===== src/rtl/axis_frame_len_arb_if.sv =====
// Result stream between the frame-length arbiter and its consumer.
//
// Handshake: the master raises tvalid with tdata/tid and holds all three
// stable until it samples tready high on a rising clock edge; a beat
// transfers on every rising edge where tvalid && tready. tready may be
// raised or lowered at any time and never depends on tvalid combinationally
// on the master side.
//
// Signals:
//   tdata   frame length of the granted result
//   tid     index of the monitor port that produced the result
//   tvalid  master has a beat on the bus
//   tready  slave accepts the beat
interface axis_frame_len_arb_if #(
    parameter int LEN_WIDTH = 16,
    parameter int ID_WIDTH  = 2
);
    logic [LEN_WIDTH-1:0] tdata;
    logic [ID_WIDTH-1:0]  tid;
    logic                 tvalid;
    logic                 tready;

    modport master (output tdata, output tid, output tvalid, input tready);
    modport slave  (input tdata, input tid, input tvalid, output tready);
endinterface


===== src/rtl/axis_frame_len_arb.sv =====
// axis_frame_len_arb
//
// Collects one-cycle frame-length results from PORTS independent monitors
// and serialises them onto one valid/ready result stream. Each port has a
// one-entry holding register; a round-robin arbiter moves one held result
// per cycle into a single output slot. A strobe that arrives while its
// holding register is still occupied (and not being drained that cycle) is
// dropped and reported on overflow one cycle later.
//
// Ports:
//   clk                 rising-edge clock
//   rst_n               asynchronous active-low reset
//   in_frame_len        packed lengths, port p at [p*LEN_WIDTH +: LEN_WIDTH]
//   in_frame_len_valid  one-cycle result strobe per port (no backpressure)
//   m_axis              result stream (master modport): tdata, tid, tvalid, tready
//   overflow            one-cycle pulse per port when a result is dropped
//   busy                any holding register or the output slot occupied
//   drop_cnt            per-port saturating drop counters (optional)
//   drop_cnt_clr        synchronous clear of all drop counters (optional)
//
// Optional feature: define FRAME_LEN_ARB_DROP_CNT_EN to add the drop_cnt
// output and drop_cnt_clr input. Without it the counters and both ports are
// absent; overflow behaves identically either way.
module axis_frame_len_arb #(
    parameter int PORTS          = 4,
    parameter int LEN_WIDTH      = 16,
    parameter int ID_WIDTH       = $clog2(PORTS),
    parameter int DROP_CNT_WIDTH = 16
) (
    input  logic                       clk,
    input  logic                       rst_n,
    input  logic [PORTS*LEN_WIDTH-1:0] in_frame_len,
    input  logic [PORTS-1:0]           in_frame_len_valid,
    axis_frame_len_arb_if.master       m_axis,
    output logic [PORTS-1:0]           overflow,
`ifdef FRAME_LEN_ARB_DROP_CNT_EN
    output logic [PORTS*DROP_CNT_WIDTH-1:0] drop_cnt,
    input  logic                            drop_cnt_clr,
`endif
    output logic                       busy
);

    if (PORTS < 2 || PORTS > 16 || DROP_CNT_WIDTH < 1) begin : g_bad_param
        $error("axis_frame_len_arb: illegal parameterisation");
    end

    typedef enum logic {
        EMPTY = 1'b0,
        FULL  = 1'b1
    } slot_state_e;

    slot_state_e          state_q;
    slot_state_e          state_d;

    logic [PORTS-1:0]     hold_valid;
    logic [LEN_WIDTH-1:0] hold_len [PORTS];

    logic [ID_WIDTH-1:0]  rr_ptr;
    logic [LEN_WIDTH-1:0] out_data;
    logic [ID_WIDTH-1:0]  out_id;

    logic                 load_en;
    logic                 grant_found;
    logic [ID_WIDTH-1:0]  grant_idx;
    logic [PORTS-1:0]     grant_vec;
    logic [PORTS-1:0]     drop_vec;

    // The slot can take a new beat when it is empty or its current beat is
    // leaving on this edge.
    assign load_en = (state_q == EMPTY) || (m_axis.tready && (state_q == FULL));

    // Round-robin search starting just after the last granted port. The
    // index is reduced by subtraction rather than masking so PORTS need not
    // be a power of two.
    always_comb begin
        int idx;
        idx         = 0;
        grant_found = 1'b0;
        grant_idx   = '0;
        for (int i = 1; i <= PORTS; i++) begin
            idx = int'(rr_ptr) + i;
            if (idx >= PORTS) begin
                idx = idx - PORTS;
            end
            if (!grant_found && hold_valid[ID_WIDTH'(idx)]) begin
                grant_found = 1'b1;
                grant_idx   = ID_WIDTH'(idx);
            end
        end
    end

    always_comb begin
        grant_vec = '0;
        drop_vec  = '0;
        for (int p = 0; p < PORTS; p++) begin
            grant_vec[p] = load_en && grant_found && (grant_idx == ID_WIDTH'(p));
            // A register being drained this cycle can accept the new strobe.
            drop_vec[p]  = in_frame_len_valid[p] && hold_valid[p] && !grant_vec[p];
        end
    end

    // Output slot FSM.
    always_ff @(posedge clk or negedge rst_n) begin
        if (!rst_n) begin
            state_q <= EMPTY;
        end else begin
            state_q <= state_d;
        end
    end

    always_comb begin
        state_d = state_q;
        if (load_en) begin
            state_d = grant_found ? FULL : EMPTY;
        end
    end

    // Per-port holding registers and overflow pulses.
    always_ff @(posedge clk or negedge rst_n) begin
        if (!rst_n) begin
            hold_valid <= '0;
            overflow   <= '0;
            for (int p = 0; p < PORTS; p++) begin
                hold_len[p] <= '0;
            end
        end else begin
            overflow <= drop_vec;
            for (int p = 0; p < PORTS; p++) begin
                if (in_frame_len_valid[p] && (!hold_valid[p] || grant_vec[p])) begin
                    hold_valid[p] <= 1'b1;
                    hold_len[p]   <= in_frame_len[p*LEN_WIDTH +: LEN_WIDTH];
                end else if (grant_vec[p]) begin
                    hold_valid[p] <= 1'b0;
                end
            end
        end
    end

    // Output data, id and arbitration pointer. Only a grant moves them, so
    // a stalled beat stays stable and idle cycles leave the pointer alone.
    always_ff @(posedge clk or negedge rst_n) begin
        if (!rst_n) begin
            out_data <= '0;
            out_id   <= '0;
            rr_ptr   <= ID_WIDTH'(PORTS - 1);
        end else if (load_en && grant_found) begin
            out_data <= hold_len[grant_idx];
            out_id   <= grant_idx;
            rr_ptr   <= grant_idx;
        end
    end

    assign m_axis.tdata  = out_data;
    assign m_axis.tid    = out_id;
    assign m_axis.tvalid = (state_q == FULL);

    assign busy = (|hold_valid) || (state_q == FULL);

`ifdef FRAME_LEN_ARB_DROP_CNT_EN
    for (genvar p = 0; p < PORTS; p++) begin : g_drop_cnt
        logic [DROP_CNT_WIDTH-1:0] cnt_q;

        // Clear has priority; the counter holds at all-ones instead of wrapping.
        always_ff @(posedge clk or negedge rst_n) begin
            if (!rst_n) begin
                cnt_q <= '0;
            end else if (drop_cnt_clr) begin
                cnt_q <= '0;
            end else if (drop_vec[p] && (cnt_q != '1)) begin
                cnt_q <= cnt_q + DROP_CNT_WIDTH'(1);
            end
        end

        assign drop_cnt[p*DROP_CNT_WIDTH +: DROP_CNT_WIDTH] = cnt_q;
    end
`endif

endmodule


===== src/flat_wrapper.sv =====
// flat-port wrapper written by rule: the top's interface ports become plain ports
module axis_frame_len_arb_flat 
#(
    parameter int PORTS          = 4,
    parameter int LEN_WIDTH      = 16,
    parameter int ID_WIDTH       = $clog2(PORTS),
    parameter int DROP_CNT_WIDTH = 16
)
  (clk, rst_n, in_frame_len, in_frame_len_valid, overflow, busy, m_axis_tdata, m_axis_tid, m_axis_tvalid, m_axis_tready);
  axis_frame_len_arb_if #(.LEN_WIDTH(LEN_WIDTH), .ID_WIDTH(ID_WIDTH)) m_axis_i ();
  input  logic clk;
  input  logic rst_n;
  input  logic [PORTS*LEN_WIDTH-1:0] in_frame_len;
  input  logic [PORTS-1:0] in_frame_len_valid;
  output logic [PORTS-1:0] overflow;
  output logic busy;
  output wire logic [$bits(m_axis_i.tdata)-1:0] m_axis_tdata;
  output wire logic [$bits(m_axis_i.tid)-1:0] m_axis_tid;
  output wire logic [$bits(m_axis_i.tvalid)-1:0] m_axis_tvalid;
  input wire logic [$bits(m_axis_i.tready)-1:0] m_axis_tready;
  assign m_axis_tdata = m_axis_i.tdata;
  assign m_axis_tid = m_axis_i.tid;
  assign m_axis_tvalid = m_axis_i.tvalid;
  assign m_axis_i.tready = m_axis_tready;
  axis_frame_len_arb #(.PORTS(PORTS), .LEN_WIDTH(LEN_WIDTH), .ID_WIDTH(ID_WIDTH), .DROP_CNT_WIDTH(DROP_CNT_WIDTH)) u_core (.clk(clk), .rst_n(rst_n), .in_frame_len(in_frame_len), .in_frame_len_valid(in_frame_len_valid), .m_axis(m_axis_i), .overflow(overflow), .busy(busy));
endmodule

===== config.mk =====
export PLATFORM = sky130hd
export DESIGN_NAME = axis_frame_len_arb_flat
export DESIGN_NICKNAME = d
export VERILOG_FILES = /design/src/rtl/axis_frame_len_arb_if.sv /design/src/rtl/axis_frame_len_arb.sv /design/src/flat_wrapper.sv
export SDC_FILE = /design/constraint.sdc
export NUM_CORES = 1
export LEC_CHECK = 0
export ABC_AREA = 0
export ABC_CLOCK_PERIOD_IN_PS = 1960
export CAP_MARGIN = 5
export CORE_ASPECT_RATIO = 0.75
export CORE_MARGIN = 5
export CORE_UTILIZATION = 57
export CTS_CLUSTER_DIAMETER = 120
export DETAILED_ROUTE_END_ITERATION = 10
export DONT_BUFFER_PORTS = 1
export PLACE_DENSITY_LB_ADDON = 0.25
export SLEW_MARGIN = 10
export SYNTH_ARGS = -nofsm -noshare
export SYNTH_HDL_FRONTEND = slang
export SYNTH_SLANG_ARGS = --single-unit

===== constraint.sdc =====
create_clock -name clk -period 1.96 [get_ports clk]
set_input_delay 0.196 -clock clk [delete_from_list [all_inputs] [get_ports clk]]
set_output_delay 0.196 -clock clk [all_outputs]
set_load 0.05 [all_outputs]

==> out/results.tsv, run 1 <==
metric	value	unit
status	finished, violations left	
violations	negative hold slack, negative setup slack	
cts_max_path_buffers	2	
worstHoldPathType	input port to async pin	
clock_skew	16.19	ps
numPortBuffers	0	
nets	465	
netlist_instances	289	
die_w	109.1	um
drc	0	
clockPowerShare	0.121	
postLayoutCoreUtil	0.8010	
cts.sinks	93	
synth_largest_area_cell	dfrtp_1	
ff_latch_area	2331	um2
path_clk_slew	100	ps
crit_fanout	11	
path_common_cell	buf_12	
power.internal	7.172	mW
yosys.area.top_type_share	0.5422	
drt_pass1_iterations	4	
grt.overflow.total	0	
grt_pass1_vias	2970	
finalInstanceArea	5818	um2
p_total	11.75	mW
diodes	0	
max_cap_viol_count	0	
power_switching	4.580	mW
grt_usage	0.2400	
routedWlPerCell	21.45	um
rows	27	
period_share	1.078	
yosys_warnings	0	
ant_nets	0	
p_leak	2.613	nW
peakVddDrop	0.001043	V
start_kind	flop	
gp_congestion	0.8877	
slew_headroom	0.6528	
core_area	7263	um2
postSynthAreaPerCell	14.53	um2
layout-drive-gt1-share	0.3810	
finalMaxSlewViolations	0	
synthTopCellsByArea	dfrtp_1 (54%), mux2_4 (11%), mux2i_1 (8.3%), mux2_2 (5.6%), o221ai_1 (3.5%)	
ys_seq_elements	93	
viasPerCell	5.548	
cellPowerDensity	2020	nW/um2
clock_latency	370	ps
htreeDepth	3	
worstMarginPinSlew	520.8	ps
grt_start_max_net_pins	94	
numCtsBuffers	9	
swShare	0.3897	
arrival	2340	ps
grt_pass1_wl	16460	um
die-area	9203	um2
io_pins	95	
start_util	0.5783	
nFillCells	403	
antenna_found_initial	0	
end_kind	flop	
fin_ws	-153.1	ps
rsz0062_at_grt	yes	
syn_nets	360	
multi_input_area	1992	um2
critPathKind	flop to flop	
holdWs	-489.4	ps
p_seq_frac	0.380	
yosysSeqAreaShare	0.5547	
cts_tree	yes	
ys_types	33	
hpwl	6388	um
slowest_delay	620	ps
ctsRootBufferMaster	clkbuf_8	
vias	2774	
critPathRequiredTime	2180	ps
fin_crit	2113	ps
syn2layout_area_growth	38.52	%
crit_chain	buf_4, nand2b_1, a22oi_1, o221ai_4, buf_12, buf_12, mux2i_4, o221ai_1	
fmax	0.4732	GHz
cp_slowest_cell	dfstp_2	
path_buf_inv	3	
fp.dieH	84.34	um
p_comb_frac	0.499	
hold_viol	93	
cts_hold_buf	68	
placed_area	4531	um2
setup_viol	79	
routed_wirelength	10730	um
crit_family	flip-flops	
drt_iter0_drc	206	
synth.cell_area	4200	um2
## cell usage in the layout, fill, tap and decap left out, drive strengths merged
master	instances
buf	40
o21ai	2
nand2	23
clkinvlp	2
a211oi	2
and2	4
inv	5
dfstp	2
nand2b	6
o221ai	17
a22oi	2
nand3	1
clkbuf	12
a41oi	2
dfrtp	91
o32a	1
or2	4
or3	1
mux2i	35
nor2	7
o32ai	1
a21oi	1
nor4	1
mux2	64
nor2b	2
dlygate4sd3	68
and3b	1
bufinv	2
## what timing repair did
item                                    CTS  global route
endpoints found under the setup margin   80            81
setup buffers                             5             9
gates cloned                              0             1
pin swaps                                 1             1
resized for setup                        17            25
endpoints found under the hold margin   165            93
## metrics by stage
step           hold WS (ps)  setup TNS [ps]  setup WS [ps]  cells
2_1_floorplan        -99.59           -3521         -104.5    289
3_3_place_gp         -97.09           -6194         -121.2    401
3_5_place_dp         -97.66           -7461         -143.4    401
4_1_cts              -501.5           -6578         -114.4    490
5_1_grt              -522.5          -13870         -222.4    500
6_report             -489.4           -8419         -153.1    500
## flip-flops by register name (all words and copies together), names as in the netlist
register and count:
u_core.m_axis.tdata 16, u_core.m_axis.tvalid 1, u_core.hold_valid 4, u_core.rr_ptr 2
u_core.hold_len 64, u_core.overflow 4, u_core.m_axis.tid 2
## metal layers
metal / share of wire / track usage / vias to the layer above
li1: - / - / 1249
met1: 0.44 / 0.3315 / 1416
met2: 0.49 / 0.3701 / 101
met3: 0.057 / 0.07763 / 8
met4: 0.010 / 0.05734 / 0
met5: 0 / 0 / -
## cell usage after synthesis
library cell,number
or2_2,4
nor4_2,1
buf_2,1
clkbuf_1,2
a22oi_2,1
a41oi_2,2
dfrtp_1,91
dfstp_2,2
o32ai_4,1
inv_1,4
o21ai_2,2
a22oi_1,1
and2_1,4
nor2b_2,1
o32a_4,1
mux2i_1,35
mux2_1,13
or3_1,1
and3b_1,1
nor2b_1,1
buf_1,1
nand2b_1,6
buf_6,5
mux2_4,30
a21oi_1,1
o221ai_1,17
a211oi_2,2
nor2_1,7
nand3_1,1
mux2_2,21
buf_8,1
buf_4,5
nand2_1,23
## worst paths after layout
path / start / end / slack [ps] / cells after the start
worst max-delay path: u_core.rr_ptr[1]$_DFFE_PN1P_ / u_core.m_axis.tdata[1]$_DFFE_PN0P_ / -150 / 8
worst min-delay path: rst_n / u_core.hold_len[37]$_DFFE_PN0P_ / -490 / 0
worst max register to register: u_core.rr_ptr[1]$_DFFE_PN1P_ / u_core.m_axis.tdata[1]$_DFFE_PN0P_ / -150 / 8
worst min register to register: u_core.hold_len[48]$_DFFE_PN0P_ / u_core.hold_len[48]$_DFFE_PN0P_ / 500 / 1
max in group asynchronous: rst_n / u_core.rr_ptr[0]$_DFFE_PN1P_ / 2240 / 0
min in group clk: m_axis_tready / u_core.m_axis.tvalid$_DFFE_PN0P_ / 140 / 2
## power by group through the flow
stage | clock network, mW | logic [mW] | registers (mW)
2_1_floorplan | 0 | 3.29 | 4.09
3_3_place_gp | 0 | 4.34 | 4.27
3_5_place_dp | 0 | 4.43 | 4.31
4_1_cts | 1.43 | 4.94 | 4.34
5_1_grt | 1.54 | 6.20 | 4.57
6_report | 1.42 | 5.87 | 4.47
## area by class of cell
class                           count  share of cell area
Multi-Input combinational cell    177              0.3424
Clock buffer                       11             0.02258
Clock inverter                      5             0.01441
Tap cell                          101             0.02172
Timing Repair Buffer              109              0.1957
Sequential cell                    93              0.4006
Inverter                            4            0.002581
## cell families (layout without fill, tap and decap cells)
kind of cell    Yosys count  in the layout  share of synthesized area
compound gates           28             28                    0.07119
buf+inv                  19            129                    0.03336
flops                    93             93                     0.5547
simple gates             50             50                    0.05898
mux                      99             99                     0.2818
Power figures use the tool's default switching activity.
==> run 2: changes to the inputs <==
==> constraint.sdc (replaced) <==
create_clock -name clk -period 1.96 [get_ports clk]
set_input_delay 0.392 -clock clk [delete_from_list [all_inputs] [get_ports clk]]
set_output_delay 0.392 -clock clk [all_outputs]
set_load 0.05 [all_outputs]
==> run 2 against run 1 <==
- the flow still finishes with violations (negative hold slack, negative setup slack)
- first-iteration DRC count rose by 5.8%
- clock skew fell by 5.4 ps
- die area did not move
- critical path depth fell by 2
- sequential cell count did not move
- clock-buffer cell count did not move
- worst setup slack got worse by 43 ps
- largest cell class unchanged
- largest power group unchanged
==> out/results.tsv, run 2 (synthesis results as in run 1) <==
metric	value	unit	change
max_cap_viol_count	0		unchanged
end_kind	flop		
final_common_cell	dfrtp_1		
holdWs	-291.8	ps	+197.6 ps
htreeDepth	3		unchanged
period_share	1.100		+0.02201
finalInstanceArea	5590	um2	-3.9%
swShare	0.3813		-0.008403
hpwl	6388	um	unchanged
drt_pass1_iterations	4		unchanged
crit_fanout	8		-3
hold_viol	93		unchanged
fin_ws	-196.2	ps	-43.14 ps
cts_max_path_buffers	2		unchanged
peakVddDrop	0.001117	V	+7.1%
core_area	7263	um2	unchanged
cellPowerDensity	2343	nW/um2	+16%
io_pins	95		unchanged
ant_nets	0		unchanged
arrival	2420	ps	+80 ps
drc	0		unchanged
layout-drive-gt1-share	0.5455		+0.1645
clock_latency	370	ps	about the same
path_clk_slew	90	ps	about the same
grt_pass1_vias	2615		-12%
slew_headroom	0.6499		-0.002957
nets	407		-12%
rows	27		unchanged
viasPerCell	5.710		+2.9%
finalMaxSlewViolations	0		unchanged
p_seq_frac	0.347		-0.033
dp_slack	-143.4	ps	unchanged
worstHoldPathType	input port to async pin		
nFillCells	409		+1.5%
ctsRootBufferMaster	clkbuf_8		
routed_wirelength	10130	um	-5.6%
cts.sinks	93		unchanged
start_util	0.5783		unchanged
violations	negative hold slack, negative setup slack		
critPathRequiredTime	2220	ps	+40 ps
numPortBuffers	0		unchanged
antenna_found_initial	0		unchanged
fin_crit	2156	ps	+43.14 ps
p_comb_frac	0.545		+0.046
critPathKind	flop to flop		
fmax	0.4638	GHz	-2.0%
syn2layout_area_growth	33.09	%	
setup_viol	80		+1.3%
vias	2524		-9.0%
grt.overflow.total	0		unchanged
die_w	109.1	um	unchanged
clockPowerShare	0.107		-0.014
p_leak	2.532	nW	-3.1%
rsz0062_at_grt	yes		
grt_start_max_net_pins	94		unchanged
numCtsBuffers	9		unchanged
status	finished, violations left		
p_total	13.10	mW	+11%
power_switching	4.994	mW	+9.0%
top_register	u_core.hold_len		
final_cell_mix	dfrtp_1 (89), mux2_4 (53), buf_4 (25)		
placed_area	4531	um2	unchanged
die-area	9203	um2	unchanged
drt_iter0_drc	218		+5.8%
cts_tree	yes		
grt_pass1_wl	14700	um	-11%
grt_usage	0.2139		-0.02612
worstMarginPinSlew	525.2	ps	+4.436 ps
diodes	0		unchanged
clock_skew	10.76	ps	-5.427 ps
start_kind	flop		
routedWlPerCell	22.91	um	+6.8%
fp.dieH	84.34	um	unchanged
power.internal	8.104	mW	+13%
gp_congestion	0.8877		unchanged
largest_reg_flops	64		unchanged
run 2: changes by cell type in the layout (fill, tap and decap cells not counted), sizes merged:
cell         previous run  this run
buf                    40        47
dlygate4sd3            68         0
clkbuf                 12        15
run 2: area by class of cell:
cell class                      instances  area [um2]  area share
Clock buffer                           11       131.4     0.02350
Timing Repair Buffer                   51       648.1      0.1159
Sequential cell                        93        2332      0.4172
Clock inverter                          5       83.83     0.01500
Multi-Input combinational cell        177        2253      0.4031
Inverter                                4       15.01    0.002686
Tap cell                              101       126.4     0.02261
run 2: worst max-delay path, stage by stage (launching register included):
cell and delay (ps):
dfstp_2 560, and3b_2 240, o32a_4 330, a211oi_2 260, o21ai_2 160, clkbuf_16 200, mux2_4 310
run 2: timing repair:
action / in CTS / in global routing
resized for setup: 18 / 83
pin swaps: 1 / 12
endpoints found under the setup margin: 81 / 81
hold endpoints to repair: 93 / 93
cloned: 0 / 4
setup buffers: 5 / 16
run 2: path summary, 6_finish.rpt:
| check | startpoint | to | slack (ps) | depth (start not counted) |
|---|---|---|---|---|
| min in group clk | in_frame_len_valid[2] | u_core.hold_valid[2]$_DFFE_PN0P_ | 130 | 1 |
| min reg2reg | u_core.hold_len[51]$_DFFE_PN0P_ | u_core.hold_len[51]$_DFFE_PN0P_ | 500 | 1 |
| max in group asynchronous | rst_n | u_core.rr_ptr[0]$_DFFE_PN1P_ | 2060 | 0 |
| max reg2reg | u_core.rr_ptr[0]$_DFFE_PN1P_ | u_core.hold_len[46]$_DFFE_PN0P_ | -200 | 6 |
| min | rst_n | u_core.hold_len[34]$_DFFE_PN0P_ | -290 | 0 |
| max | u_core.rr_ptr[0]$_DFFE_PN1P_ | u_core.hold_len[46]$_DFFE_PN0P_ | -200 | 6 |
run 2: per-layer routing:
| layer | GRT usage | wire [um] | up-vias | share of wire |
|---|---|---|---|---|
| met4 | 0.04702 | 156 | 0 | 0.015 |
| met3 | 0.08224 | 572 | 12 | 0.056 |
| met5 | 0 | 0 | - | 0 |
| li1 | - | - | 1141 | - |
| met1 | 0.3168 | 4714 | 1300 | 0.47 |
| met2 | 0.2988 | 4685 | 71 | 0.46 |
run 2: power by group through the flow:
| stage | logic (mW) | registers [mW] | clock network, mW |
|---|---|---|---|
| floorplan | 3.29 | 4.09 | 0 |
| global placement | 4.34 | 4.27 | 0 |
| detailed placement | 4.43 | 4.31 | 0 |
| CTS | 4.82 | 4.34 | 1.43 |
| global route | 7.52 | 4.67 | 1.53 |
| finish | 7.14 | 4.55 | 1.41 |
run 2: metrics by stage:
| step | util | TNS (ps) | instances |
|---|---|---|---|
| after detailed placement | 0.6238 | -7461 | 401 |
| after global routing | 0.7697 | -16580 | 442 |
| after global placement | 0.6238 | -6194 | 401 |
| after CTS | 0.6720 | -6580 | 422 |
| after floorplan | - | -3521 | 289 |
| final | 0.7697 | -11080 | 442 |
==> run 3: changes to the inputs <==
Settings changed: CELL_PAD_IN_SITES_DETAIL_PLACEMENT set to 1, CELL_PAD_IN_SITES_GLOBAL_PLACEMENT set to 2, CORE_UTILIZATION 57 to 39, SLEW_MARGIN 10 to 5.
==> run 3 against run 2 <==
- design area up 0.87%
- the run still ends with negative hold slack, negative setup slack left
- via count fell by 0.24%
- register-to-register slack worse by 40 ps
- highest routed layer unchanged
- non-clock buffer count is 7 lower
- die area increased by 41%
- clock power rose by 16%
- critical path depth stayed put
- critical path type unchanged
- largest cell class unchanged
==> out/results.tsv, run 3 (synthesis results as in run 1) <==
metric	value	unit	change
status	finished, violations left		
violations	negative hold slack, negative setup slack		
largest_reg_flops	64		unchanged
max_cap_viol_count	0		unchanged
nets	400		-1.7%
ff_latch_area	2333	um2	about the same
syn2layout_area_growth	34.26	%	
worstHoldPathType	input port to async pin		
holdWs	-254.5	ps	+37.33 ps
grt_pass1_vias	2811		+7.5%
vias	2518		-0.24%
crit_fanout	8		unchanged
grt_usage	0.1791		-0.03475
viasPerCell	5.357		-6.2%
cts_max_path_buffers	2		unchanged
die-area	12970	um2	+41%
p_leak	2.499	nW	-1.3%
timing.rr.start	u_core.rr_ptr[0]$_DFFE_PN1P_		
slew_headroom	0.6463		-0.003537
hold_viol	93		unchanged
arrival	2420	ps	about the same
end_kind	flop		
path_clk_slew	70	ps	-20 ps
fmax	0.4555	GHz	-1.8%
fin_ws	-235.4	ps	-39.23 ps
setup_viol	82		+2.5%
place_inst	436		+8.7%
stdcell_count	470		+6.3%
die_w	129.8	um	+19%
critPathRequiredTime	2190	ps	-30 ps
layout-drive-gt1-share	0.5719		+0.02640
gp_congestion	0.8515		-4.1%
cts.sinks	93		unchanged
swShare	0.3888		+0.007514
finalMaxSlewViolations	0		unchanged
power_switching	5.131	mW	+2.7%
ctsRootBufferMaster	clkbuf_16		
clock_latency	340	ps	-30 ps
diodes	0		unchanged
placed_area	4599	um2	+1.5%
top_register	u_core.hold_len		
ant_nets	0		unchanged
period_share	1.120		+0.02002
grt_start_max_net_pins	94		unchanged
cts_tree	yes		
rows	32		+19%
start_util	0.4035		-0.1748
clock_skew	5.874	ps	-4.888 ps
final_common_cell	dfrtp_1		
final_cell_mix	dfrtp_1 (88), mux2_4 (46), nand2_1 (23)		
clockPowerShare	0.124		+0.017
p_total	13.20	mW	+0.75%
drt_iter0_drc	71		-67%
grt.overflow.total	0		unchanged
drc	0		unchanged
routedWlPerCell	24.21	um	+5.7%
cellPowerDensity	2340	nW/um2	-0.12%
htreeDepth	3		unchanged
postLayoutCoreUtil	0.5417		-0.2280
peakVddDrop	0.0009941	V	-11%
hpwl	7400	um	+16%
core_area	10410	um2	+43%
p_comb_frac	0.531		-0.014
grt_pass1_wl	17290	um	+18%
crit_start	u_core.rr_ptr[0]$_DFFE_PN1P_		
finalInstanceArea	5639	um2	+0.87%
start_kind	flop		
worstMarginPinSlew	530.5	ps	+5.305 ps
fin_crit	2195	ps	+39.23 ps
fp.dieH	99.88	um	+18%
rsz0062_at_grt	yes		
nFillCells	991		+140%
drt_pass1_iterations	4		unchanged
io_pins	95		unchanged
numCtsBuffers	9		unchanged
power.internal	8.065	mW	-0.47%
critPathKind	flop to flop		
setup_tns	-14010	ps	-2936 ps
multi_input_area	2268	um2	+0.67%
p_seq_frac	0.346		about the same
numPortBuffers	0		unchanged
antenna_found_initial	0		unchanged
routed_wirelength	11380	um	+12%
[run 3: cell types whose count changed in the layout (fill, tap and decap cells not counted), sizes merged]
cell      previous run  this run
buf                 47        41
clkinvlp             2         1
clkinv               0         3
bufinv               2         0
clkbuf              15        14
[run 3: layer usage]
metal,GRT usage,part of all wire,routed length [um]
met1,0.2631,0.45,5125
met2,0.2554,0.48,5436
met3,0.05585,0.057,653
met4,0.05032,0.014,165
met5,0,0,0
[run 3: final timing paths]
check	endpoint	slack (ps)	depth (start not counted)
worst max register to register	u_core.hold_len[22]$_DFFE_PN0P_	-240	6
worst min register to register	u_core.hold_len[10]$_DFFE_PN0P_	510	1
worst min-delay path	u_core.hold_valid[3]$_DFFE_PN0P_	-250	0
max in group asynchronous	u_core.rr_ptr[0]$_DFFE_PN1P_	1980	0
min in group clk	u_core.hold_valid[0]$_DFFE_PN0P_	160	1
worst max-delay path	u_core.hold_len[22]$_DFFE_PN0P_	-240	6
[run 3: cell type report]
| type | instances | share of cell area |
|---|---|---|
| clock buffers | 11 | 0.04304 |
| flip-flops and latches | 93 | 0.4138 |
| clock inverters | 5 | 0.006213 |
| multi-input cells | 177 | 0.4023 |
| well taps | 136 | 0.03018 |
| inverters | 4 | 0.002663 |
| repair buffers | 44 | 0.1018 |
[run 3: worst max-delay path: stages (launching register included)]
cell and delay (ps):
dfstp_2 540, and3b_2 240, o32a_4 400, a41oi_4 230, nand2b_4 210, buf_12 150, mux2_4 300
[run 3: stage by stage]
stage          worst slack, ps  hold slack (ps)
3_3_place_gp            -175.6            98.63
3_5_place_dp            -251.6            98.74
2_1_floorplan           -104.5            96.41
5_1_grt                 -294.5           -279.7
6_report                -235.4           -254.5
4_1_cts                 -206.4           -270.0
[run 3: what timing repair did]
action	CTS	global route
setup buffers	8	8
cloned	2	2
endpoints found under the hold margin	93	93
gates resized for setup	48	56
setup endpoints to repair	81	86
pin swaps	1	25
[run 3: power by group through the flow]
stage | Combinational (mW) | Clock, mW | Sequential, mW
3_3_place_gp | 4.48 | 0 | 4.29
4_1_cts | 5.74 | 1.68 | 4.43
2_1_floorplan | 3.29 | 0 | 4.09
6_report | 7.00 | 1.63 | 4.56
3_5_place_dp | 4.57 | 0 | 4.35
5_1_grt | 7.40 | 1.78 | 4.69
